===== src/rtl/path_player_if.sv =====
// Handshake bundle between the path replayer, its path queue and the display sink.
interface path_player_if #(
    parameter int unsigned COORD_W = 4
);
    logic               read_start;
    logic               q_empty;
    logic [1:0]         q_data;
    logic               q_deq;
    logic               move_valid;
    logic               move_ready;
    logic [1:0]         move_dir;
    logic [COORD_W-1:0] pos_x;
    logic [COORD_W-1:0] pos_y;
    logic [7:0]         step_cnt;
    logic               read_path_finished;

    modport master (
        input  read_start, q_empty, q_data, move_ready,
        output q_deq, move_valid, move_dir, pos_x, pos_y, step_cnt, read_path_finished
    );

    modport slave (
        output read_start, q_empty, q_data, move_ready,
        input  q_deq, move_valid, move_dir, pos_x, pos_y, step_cnt, read_path_finished
    );
endinterface


===== src/rtl/path_player.sv =====
// Replays a solved maze path from a direction queue, presenting each move
// with its resulting position to a display sink and pacing moves by a hold time.
module path_player #(
    parameter int unsigned COORD_W     = 4,
    parameter int unsigned HOLD_CYCLES = 4
) (
    input  logic          clk,
    input  logic          rst,
    path_player_if.master bus
);

    localparam logic [7:0] HOLD_LOAD = 8'(HOLD_CYCLES - 1);

    typedef enum logic [2:0] {
        IDLE    = 3'd0,
        FETCH   = 3'd1,
        LOAD    = 3'd2,
        PRESENT = 3'd3,
        HOLD    = 3'd4,
        FINISH  = 3'd5
    } state_t;

    state_t             state;
    state_t             state_next;
    logic               armed;
    logic [1:0]         move_dir;
    logic [COORD_W-1:0] pos_x;
    logic [COORD_W-1:0] pos_y;
    logic [7:0]         step_cnt;
    logic [7:0]         hold_cnt;
    logic               q_deq;
    logic               move_valid;
    logic               finished;

    // State register
    always_ff @(posedge clk or posedge rst) begin
        if (rst) state <= IDLE;
        else     state <= state_next;
    end

    // Next-state logic
    always_comb begin
        state_next = state;
        case (state)
            IDLE:    if (bus.read_start && armed) state_next = FETCH;
            FETCH:   state_next = bus.q_empty ? FINISH : LOAD;
            LOAD:    state_next = PRESENT;
            PRESENT: if (bus.move_ready) state_next = HOLD;
            HOLD:    if (hold_cnt == 8'd0) state_next = FETCH;
            FINISH:  state_next = IDLE;
            default: state_next = IDLE;
        endcase
    end

    // Strobes decoded from the current state; q_deq is gated by the live empty flag
    always_comb begin
        q_deq      = 1'b0;
        move_valid = 1'b0;
        finished   = 1'b0;
        case (state)
            FETCH:   q_deq      = ~bus.q_empty;
            PRESENT: move_valid = 1'b1;
            FINISH:  finished   = 1'b1;
            default: ;
        endcase
    end

    // Move data, position, step count and hold timer
    always_ff @(posedge clk or posedge rst) begin
        if (rst) begin
            armed    <= 1'b0;
            move_dir <= 2'b00;
            pos_x    <= '0;
            pos_y    <= '0;
            step_cnt <= 8'd0;
            hold_cnt <= 8'd0;
        end else begin
            case (state)
                IDLE: begin
                    // A start level must be seen low before it can trigger a new replay
                    if (!bus.read_start) begin
                        armed <= 1'b1;
                    end else if (armed) begin
                        armed    <= 1'b0;
                        pos_x    <= '0;
                        pos_y    <= '0;
                        step_cnt <= 8'd0;
                    end
                end
                LOAD: begin
                    move_dir <= bus.q_data;
                    case (bus.q_data)
                        2'b00:   pos_y <= pos_y - COORD_W'(1);
                        2'b01:   pos_x <= pos_x + COORD_W'(1);
                        2'b10:   pos_x <= pos_x - COORD_W'(1);
                        default: pos_y <= pos_y + COORD_W'(1);
                    endcase
                end
                PRESENT: begin
                    if (bus.move_ready) begin
                        if (step_cnt != 8'hFF) step_cnt <= step_cnt + 8'd1;
                        hold_cnt <= HOLD_LOAD;
                    end
                end
                HOLD: begin
                    if (hold_cnt != 8'd0) hold_cnt <= hold_cnt - 8'd1;
                end
                default: ;
            endcase
        end
    end

    assign bus.q_deq              = q_deq;
    assign bus.move_valid         = move_valid;
    assign bus.move_dir           = move_dir;
    assign bus.pos_x              = pos_x;
    assign bus.pos_y              = pos_y;
    assign bus.step_cnt           = step_cnt;
    assign bus.read_path_finished = finished;

endmodule


===== src/flat_wrapper.sv =====
// flat-port wrapper written by rule: the top's interface ports become plain ports
module path_player_flat 
#(
    parameter int unsigned COORD_W     = 4,
    parameter int unsigned HOLD_CYCLES = 4
)
  (clk, rst, bus_read_start, bus_q_empty, bus_q_data, bus_move_ready, bus_q_deq, bus_move_valid, bus_move_dir, bus_pos_x, bus_pos_y, bus_step_cnt, bus_read_path_finished);
  path_player_if #(.COORD_W(COORD_W)) bus_i ();
  input  logic clk;
  input  logic rst;
  input wire logic [$bits(bus_i.read_start)-1:0] bus_read_start;
  input wire logic [$bits(bus_i.q_empty)-1:0] bus_q_empty;
  input wire logic [$bits(bus_i.q_data)-1:0] bus_q_data;
  input wire logic [$bits(bus_i.move_ready)-1:0] bus_move_ready;
  output wire logic [$bits(bus_i.q_deq)-1:0] bus_q_deq;
  output wire logic [$bits(bus_i.move_valid)-1:0] bus_move_valid;
  output wire logic [$bits(bus_i.move_dir)-1:0] bus_move_dir;
  output wire logic [$bits(bus_i.pos_x)-1:0] bus_pos_x;
  output wire logic [$bits(bus_i.pos_y)-1:0] bus_pos_y;
  output wire logic [$bits(bus_i.step_cnt)-1:0] bus_step_cnt;
  output wire logic [$bits(bus_i.read_path_finished)-1:0] bus_read_path_finished;
  assign bus_i.read_start = bus_read_start;
  assign bus_i.q_empty = bus_q_empty;
  assign bus_i.q_data = bus_q_data;
  assign bus_i.move_ready = bus_move_ready;
  assign bus_q_deq = bus_i.q_deq;
  assign bus_move_valid = bus_i.move_valid;
  assign bus_move_dir = bus_i.move_dir;
  assign bus_pos_x = bus_i.pos_x;
  assign bus_pos_y = bus_i.pos_y;
  assign bus_step_cnt = bus_i.step_cnt;
  assign bus_read_path_finished = bus_i.read_path_finished;
  path_player #(.COORD_W(COORD_W), .HOLD_CYCLES(HOLD_CYCLES)) u_core (.clk(clk), .rst(rst), .bus(bus_i));
endmodule

===== config.mk =====
export PLATFORM = sky130hd
export DESIGN_NAME = path_player_flat
export DESIGN_NICKNAME = d
export VERILOG_FILES = /design/src/rtl/path_player_if.sv /design/src/rtl/path_player.sv /design/src/flat_wrapper.sv
export SDC_FILE = /design/constraint.sdc
export NUM_CORES = 1
export LEC_CHECK = 0
export ABC_AREA = 1
export CAP_MARGIN = 10
export CELL_PAD_IN_SITES_DETAIL_PLACEMENT = 0
export CELL_PAD_IN_SITES_GLOBAL_PLACEMENT = 1
export CORE_MARGIN = 8
export CORE_UTILIZATION = 43
export DETAILED_ROUTE_END_ITERATION = 16
export PLACE_DENSITY_LB_ADDON = 0.1
export SYNTH_ARGS = -nofsm -noshare
export SYNTH_HDL_FRONTEND = slang
export SYNTH_SLANG_ARGS = --single-unit

===== constraint.sdc =====
create_clock -name clk -period 2.6 [get_ports clk]
set_clock_uncertainty 0.2 [all_clocks]
set_input_delay 0.78 -clock clk [delete_from_list [all_inputs] [get_ports clk]]
set_output_delay 0.78 -clock clk [all_outputs]
set_load 0.01 [all_outputs]

==> results.json, run 1 <==
{
  "outcome": "finished clean",
  "area_delta_synth_final_pct": 23.4,
  "insertedDiodeCount": 0,
  "m1WireLength_um": 2130,
  "final_cell_area_mm2": 0.00252,
  "cp.arrival_ns": 1.51,
  "nets": 332,
  "muxShareOfSynthArea_pct": 0,
  "slew_headroom_pct": 73.5,
  "synth-adder-area-share_pct": 6.74,
  "cpMaxStageDelayCell": "clkdlybuf4s50_1",
  "rr_worst_depth": 8,
  "slew_viol_final": 0,
  "clock.fmax_mhz": 401,
  "cp_top_family": "buffers and inverters",
  "critPathKind": "reg -> out",
  "cts.sinks": 30,
  "synth-xor-area-share_pct": 2.57,
  "vdd_drop_max_mv": 0.429,
  "cts_tree": "done",
  "synth.avg_cell_area_um2": 7.51,
  "drt_iter0_drc": 56,
  "grt_overflow": 0,
  "wirelength_um": 4250,
  "root_buffer": "clkbuf_8",
  "htreeDepth": 2,
  "ys_seq_area_share_pct": 36.8,
  "antenna_found_initial": 0,
  "dpl.hpwl_um": 3210,
  "fin_crit_sh_pct": 95.9,
  "fp.dieArea_mm2": 0.00721,
  "hold_violations": 0,
  "grt_max_degree": 31,
  "rsz0062_at_grt": "no",
  "tightestPinTransition_ns": 0.397,
  "post-route-util_pct": 54.1,
  "synth_nets": 290,
  "p_per_area_mw_per_mm2": 921,
  "first_global_vias": 1797,
  "yosys.area_share.simple_pct": 38.0,
  "slowest_delay_ns": 0.56,
  "ios": 28,
  "min_period_ns": 2.49,
  "gr-usage-all-layers_pct": 13.1,
  "clock_latency_ns": 0.27,
  "vias_per_cell": 4.80,
  "r2r_end": "u_core.bus.step_cnt[5]$_DFFE_PP0P_",
  "yosysWarningCount": 0,
  "met2_length_um": 1940,
  "synth_cells": 272,
  "antenna_left": 0,
  "die_w_um": 84.9,
  "hold_slack_ns": 0.296,
  "leakage_nw": 1.27,
  "timing.rr.start": "u_core.bus.step_cnt[0]$_DFFE_PP0P_",
  "crit_cells": 3,
  "grt_pass1_wl_um": 7870,
  "synth_cell_types": 28,
  "min-delay-start": "u_core.bus.move_dir[0]$_DFFE_PP0P_",
  "gp_congestion": 0.765,
  "cts_made_buffers": 5,
  "crit_fanout": 7,
  "wl_per_cell_um": 11.5,
  "start_util_pct": 43.8,
  "min_path_cells": 2,
  "cts_setup_buffers": 0,
  "die-height_um": 84.9,
  "via_count": 1771,
  "critical_path.cell_chain": "nand2_1, nor2_4, clkdlybuf4s50_1",
  "first_pass_iters": 4,
  "drc": 0,
  "cp_num_buf_inv": 1,
  "reg2reg_slack_ns": 0.79,
  "drv_cap": 0,
  "topRoutingLayerUsed": "met4",
  "drive_gt1_share_pct": 16.2,
  "placed_area_mm2": 0.00242,
  "clockBufferDepth": 2,
  "syn_area_mm2": 0.00204,
  "fp.coreArea_mm2": 0.00466,
  "cp_data_required_time_ns": 1.62,
  "synth_compound_area_share_pct": 7.84,
  "cp-end-kind": "primary output",
  "numPortBuffers": 27,
  "cts.clk_slew.worst_paths_ns": 0.06,
  "synth_top_family_by_area": "simple AND/OR/NAND/NOR gates",
  "placementRows": 25,
  "hp-class": "reg -> reg",
  "ys_ff_latch": 30,
  "finalSetupViolCount": 0,
  "start_kind": "flop",
  "hold_end": "u_core.bus.move_dir[0]$_DFFE_PP0P_",
  "wl_met3_um": 149
}
==> cells in the mapped netlist <==
cell      count  share of area (%)
nand2_4       2                1.1
o21ai_2       8                3.4
o21bai_1      1               0.37
or2_2         1               0.31
inv_2         3               0.55
nand2_1      89                 16
nor3b_1       2               0.74
nand3_4       2                1.7
o21ai_0       8                2.0
buf_6         1               0.55
nor2_4        3                1.7
nor3_1        2               0.49
a31oi_1       1               0.31
nand4_1       5                1.5
nand3b_1      3                1.1
inv_1        31                5.7
nor2_1       27                5.0
dfrtp_1      30                 37
inv_4         1               0.31
a21oi_1       4               0.98
nand2_2       6                1.8
xor2_1        6                2.6
nand3_1      20                4.9
buf_12        1               0.98
and2_1        1               0.31
nand3_2       2               0.98
ha_1         11                6.7
a21oi_4       1               0.80
==> area by class of cell <==
cell class                 count  area [um^2]
clock inverter                 1         5.00
fill                         451         2140
tap                           54         67.6
multi-input combinational    205         1130
clock buffer                   7         86.3
timing repair buffer          37          343
inverter                      35          134
sequential                    30          753
==> per-stage QoR <==
stage | power, mW | worst slack (ns) | setup TNS [ns] | cells
final | 2.32 | 0.106 | 0 | 369
after global placement | 1.94 | -0.263 | -0.526 | 361
after CTS | 2.36 | 0.00318 | 0 | 369
after detailed placement | 1.96 | -0.284 | -0.852 | 361
after global routing | 2.54 | 0.00847 | 0 | 369
after floorplan | 1.59 | 0.428 | 0 | 272
==> worst max path at each step <==
stage / startpoint / end / slack, ns
after floorplan: bus_q_data[0] / u_core.bus.pos_x[2]$_DFFE_PP0P_ / 0.43
final: u_core.state[1]$_DFFE_PP0P_ / bus_move_valid / 0.11
after detailed placement: bus_q_empty / bus_q_deq / -0.28
after global placement: bus_q_empty / bus_q_deq / -0.26
after global routing: u_core.state[1]$_DFFE_PP0P_ / bus_move_valid / 0.008
after CTS: bus_q_empty / bus_q_deq / 0.003
==> power breakdown <==
| group | total (mW) | internal, mW | switching (mW) |
|---|---|---|---|
| Sequential | 0.759 | 0.604 | 0.155 |
| Combinational | 1.18 | 0.499 | 0.676 |
| Clock | 0.386 | 0.213 | 0.173 |
| Total | 2.32 | 1.32 | 1.00 |
==> worst register-to-register path, cell delays in order, from the launching register on <==
cell and delay (ns):
dfrtp_1 0.46, ha_1 0.21, nand2_1 0.09, nor2_1 0.23, nand3_1 0.13, nor2_1 0.19, nor2_4 0.09, nand2_1 0.07
nand2_1 0.05
==> per-layer routing <==
metal  GRT usage [%]  vias up
met5               0        -
met4            3.88        0
met3            3.76        2
met2            21.0       25
met1            16.5      794
li1                -      950
==> placed cells by master (no fill, tap or decap), types with 2 or more instances in the layout <==
| master | instances |
|---|---|
| nand2_1 | 89 |
| inv_1 | 31 |
| dfrtp_1 | 28 |
| nor2_1 | 26 |
| clkdlybuf4s50_1 | 25 |
| nand3_1 | 20 |
| ha_1 | 10 |
| buf_4 | 10 |
| o21ai_2 | 8 |
| o21ai_0 | 8 |
| nand2_2 | 6 |
| xor2_1 | 6 |
| clkbuf_8 | 6 |
| nand4_1 | 5 |
| a21oi_1 | 4 |
| inv_2 | 3 |
| nor2_4 | 3 |
| nand3b_1 | 3 |
| nand2_4 | 2 |
| nand3_2 | 2 |
| nand3_4 | 2 |
| nor3b_1 | 2 |
| nor3_1 | 2 |
| dfrtp_2 | 2 |
==> what timing repair did <==
item | 4_1_cts | 5_1_grt
resized for setup | 2 | 6
pin swaps | 0 | 0
hold buffers | 0 | 0
endpoints found under the hold margin | 0 | 0
endpoints found under the setup margin | 1 | 4
==> cell families after synthesis <==
family / count (synthesis)
and+or+nand+nor: 165
DFF: 30
xor gates and xnor gates: 6
AOI/OAI and AO/OA: 23
adders and majority gates: 11
buffers and inverters: 37
==> registers in the layout, indices dropped and copies added (netlist names) <==
name and count:
u_core.bus.pos_y 4, u_core.bus.move_dir 2, u_core.hold_cnt 8, u_core.armed 1, u_core.bus.pos_x 4, u_core.bus.step_cnt 8
u_core.state 3
(Power assumes the default switching activity.)
==> run 2, diff against run 1 <==
Settings changed: CTS_CLUSTER_DIAMETER set to 200.
==> results of run 2 <==
No change in the layout: final DEF, timing and power equal those of run 1.
==> variant (flow settings as in run 1) <==
`COORD_W` is set to 4 in 3 places; all go to 3.
--- a/src/rtl/path_player_if.sv
+++ b/src/rtl/path_player_if.sv
@@ -2,3 +2,3 @@
 interface path_player_if #(
-    parameter int unsigned COORD_W = 4
+    parameter int unsigned COORD_W = 3
 );
--- a/src/rtl/path_player.sv
+++ b/src/rtl/path_player.sv
@@ -3,3 +3,3 @@
 module path_player #(
-    parameter int unsigned COORD_W     = 4,
+    parameter int unsigned COORD_W     = 3,
     parameter int unsigned HOLD_CYCLES = 4
--- a/src/flat_wrapper.sv
+++ b/src/flat_wrapper.sv
@@ -3,3 +3,3 @@
 #(
-    parameter int unsigned COORD_W     = 4,
+    parameter int unsigned COORD_W     = 3,
     parameter int unsigned HOLD_CYCLES = 4
Interface: changed (resized bus_pos_x and bus_pos_y); port bits go from 28 to 26. The function was not compared with the original's and may differ.
==> variant against run 1 <==
  * Setup slack gained 0.054 ns
  * Sequential cell count fell by 2
  * Highest routed layer unchanged
  * Cell area is 15% lower
  * Total power shrank 19%
  * Routed wire length fell by 14%
  * Fmax up 2.2%
  * Area after synthesis down 15%
==> variant: results (changes against run 1) <==
Power and ir drop
  • Leakage power: 0.00110 uW (was 0.00127 uW)
  • Sw Share: 43.4% (was 43.3%)
  • Sequential power share: 34.6% (was 32.7%)
  • Clock network power share: 14.4% (was 16.6%)

Critical path
  • FF-to-FF Start: u_core.state[1] (was u_core.bus.step_cnt[0])
  • R2r endpoint: u_core.bus.step_cnt[0] (was u_core.bus.step_cnt[5])
  • Crit Path Max Fanout: 2 (was 7)
  • Worst Path Arrival: 1.46 ns (was 1.51 ns)
  • Crit-path slowest cell: dlygate4sd2_1 (was clkdlybuf4s50_1)

Logic synthesis
  • Unique masters post-synth: 27 (was 28)
  • Synthesized net count: 250 (was 290)
  • Commonest cells in the netlist: 83 x nand2_1, 30 x inv_1, 28 x dfrtp_1 (was 89 x nand2_1, 31 x inv_1, 30 x dfrtp_1)
  • Register area share after synthesis: 40.2% (was 36.8%)
  • Main area contributors after synthesis: dfrtp_1 40%, nand2_1 18%, inv_1 6.5% (was dfrtp_1 37%, nand2_1 16%, ha_1 6.7%)
  • Post-Synth Adder-Cell Area: 5.88% (was 6.74%)
  • Synth Area in XOR/XNOR: 2.01% (was 2.57%)

Finish
  • # fillers: 378 (was 451)
  • Nets: 285 (was 332)
  • Share of cells above drive strength 1: 13.0% (was 16.2%)

Global route
  • First-pass GRT wire length: 6.47 mm (was 7.87 mm)
  • Grt met1 use: 15.4% (was 16.5%)
  • Routing usage on met2: 20.7% (was 21.0%)
  • Total Routing Usage GR: 12.5% (was 13.1%)
  • GRT met3 Usage: 2.48% (was 3.76%)

Routing
  • Vias: 1508 (was 1771)
  • WL/cell: 11.5 um (about the same)
  • Metal3 WL: 151 um (was 149 um)
  • Met2 Wirelength: 1.75 mm (was 1.94 mm)
  • Met1 wire length: 1.72 mm (was 2.13 mm)

Clock tree
  • CTS Buf Count: 3 (was 5)
  • H-tree level count: 1 (was 2)

Status
  • Status: completed (unchanged)

Hold path
  • Hold path start: u_core.bus.move_dir[1] (was u_core.bus.move_dir[0])

Placement
  • GP Congestion: 0.806 (was 0.765)
  • Port Buffers: 25 (was 27)

STA
  • Max-slew headroom at the worst pin: 75.8% (was 73.5%)
-- variant: cell count changes after synthesis, sizes merged, moves of 2 or more --
cell	change
xor2	-4
dfrtp	-2
xnor2	+2
nand2	-9
ha	-6
nand3	-6
nand3b	-3
nor2	-4
o21ai	+3
a21oi	-4
inv	-3
fa	+2
nand4	-2
-- variant: worst max-delay path by stage --
stage                             endpoint  slack (ns)  cells past startpoint
floorplan                        bus_q_deq        0.42                      1
global placement                 bus_q_deq       -0.43                      3
detailed placement               bus_q_deq       -0.49                      3
CTS                 bus_read_path_finished        0.02                      3
global route                     bus_q_deq        0.12                      3
finish                           bus_q_deq        0.16                      3
-- variant: stage by stage --
stage               power [uW]  utilization [%]  hold slack, ns  instances  setup WS [ns]
global route              2070             54.6           0.345        320          0.118
detailed placement        1640             53.0           0.273        316         -0.493
floorplan                 1300                -           0.253        236          0.419
finish                    1890             54.6           0.290        320          0.160
global placement          1630             53.0           0.267        316         -0.425
CTS                       1920             54.5           0.298        320         0.0163
-- variant: repair_timing --
item / 4_1_cts / 5_1_grt
setup buffers: 0 / 0
gates resized for setup: 7 / 2
pin swaps: 1 / 0
endpoints found under the hold margin: 0 / 0
setup endpoints to repair: 2 / 2
-- variant: area by class of cell --
| type | count | area [um2] | area share, % |
|---|---|---|---|
| Clock buffer | 4 | 55.1 | 2.56 |
| Tap cell | 50 | 62.6 | 2.91 |
| Multi-Input combinational cell | 175 | 918 | 42.7 |
| Sequential cell | 28 | 702 | 32.6 |
| Timing Repair Buffer | 31 | 294 | 13.7 |
| Inverter | 32 | 120 | 5.58 |
-- variant: worst max-delay path: cells and delay by family --
family                 cells  cell delay (ns)
buffers and inverters      2             0.43
AND/OR/NAND/NOR            1             0.24
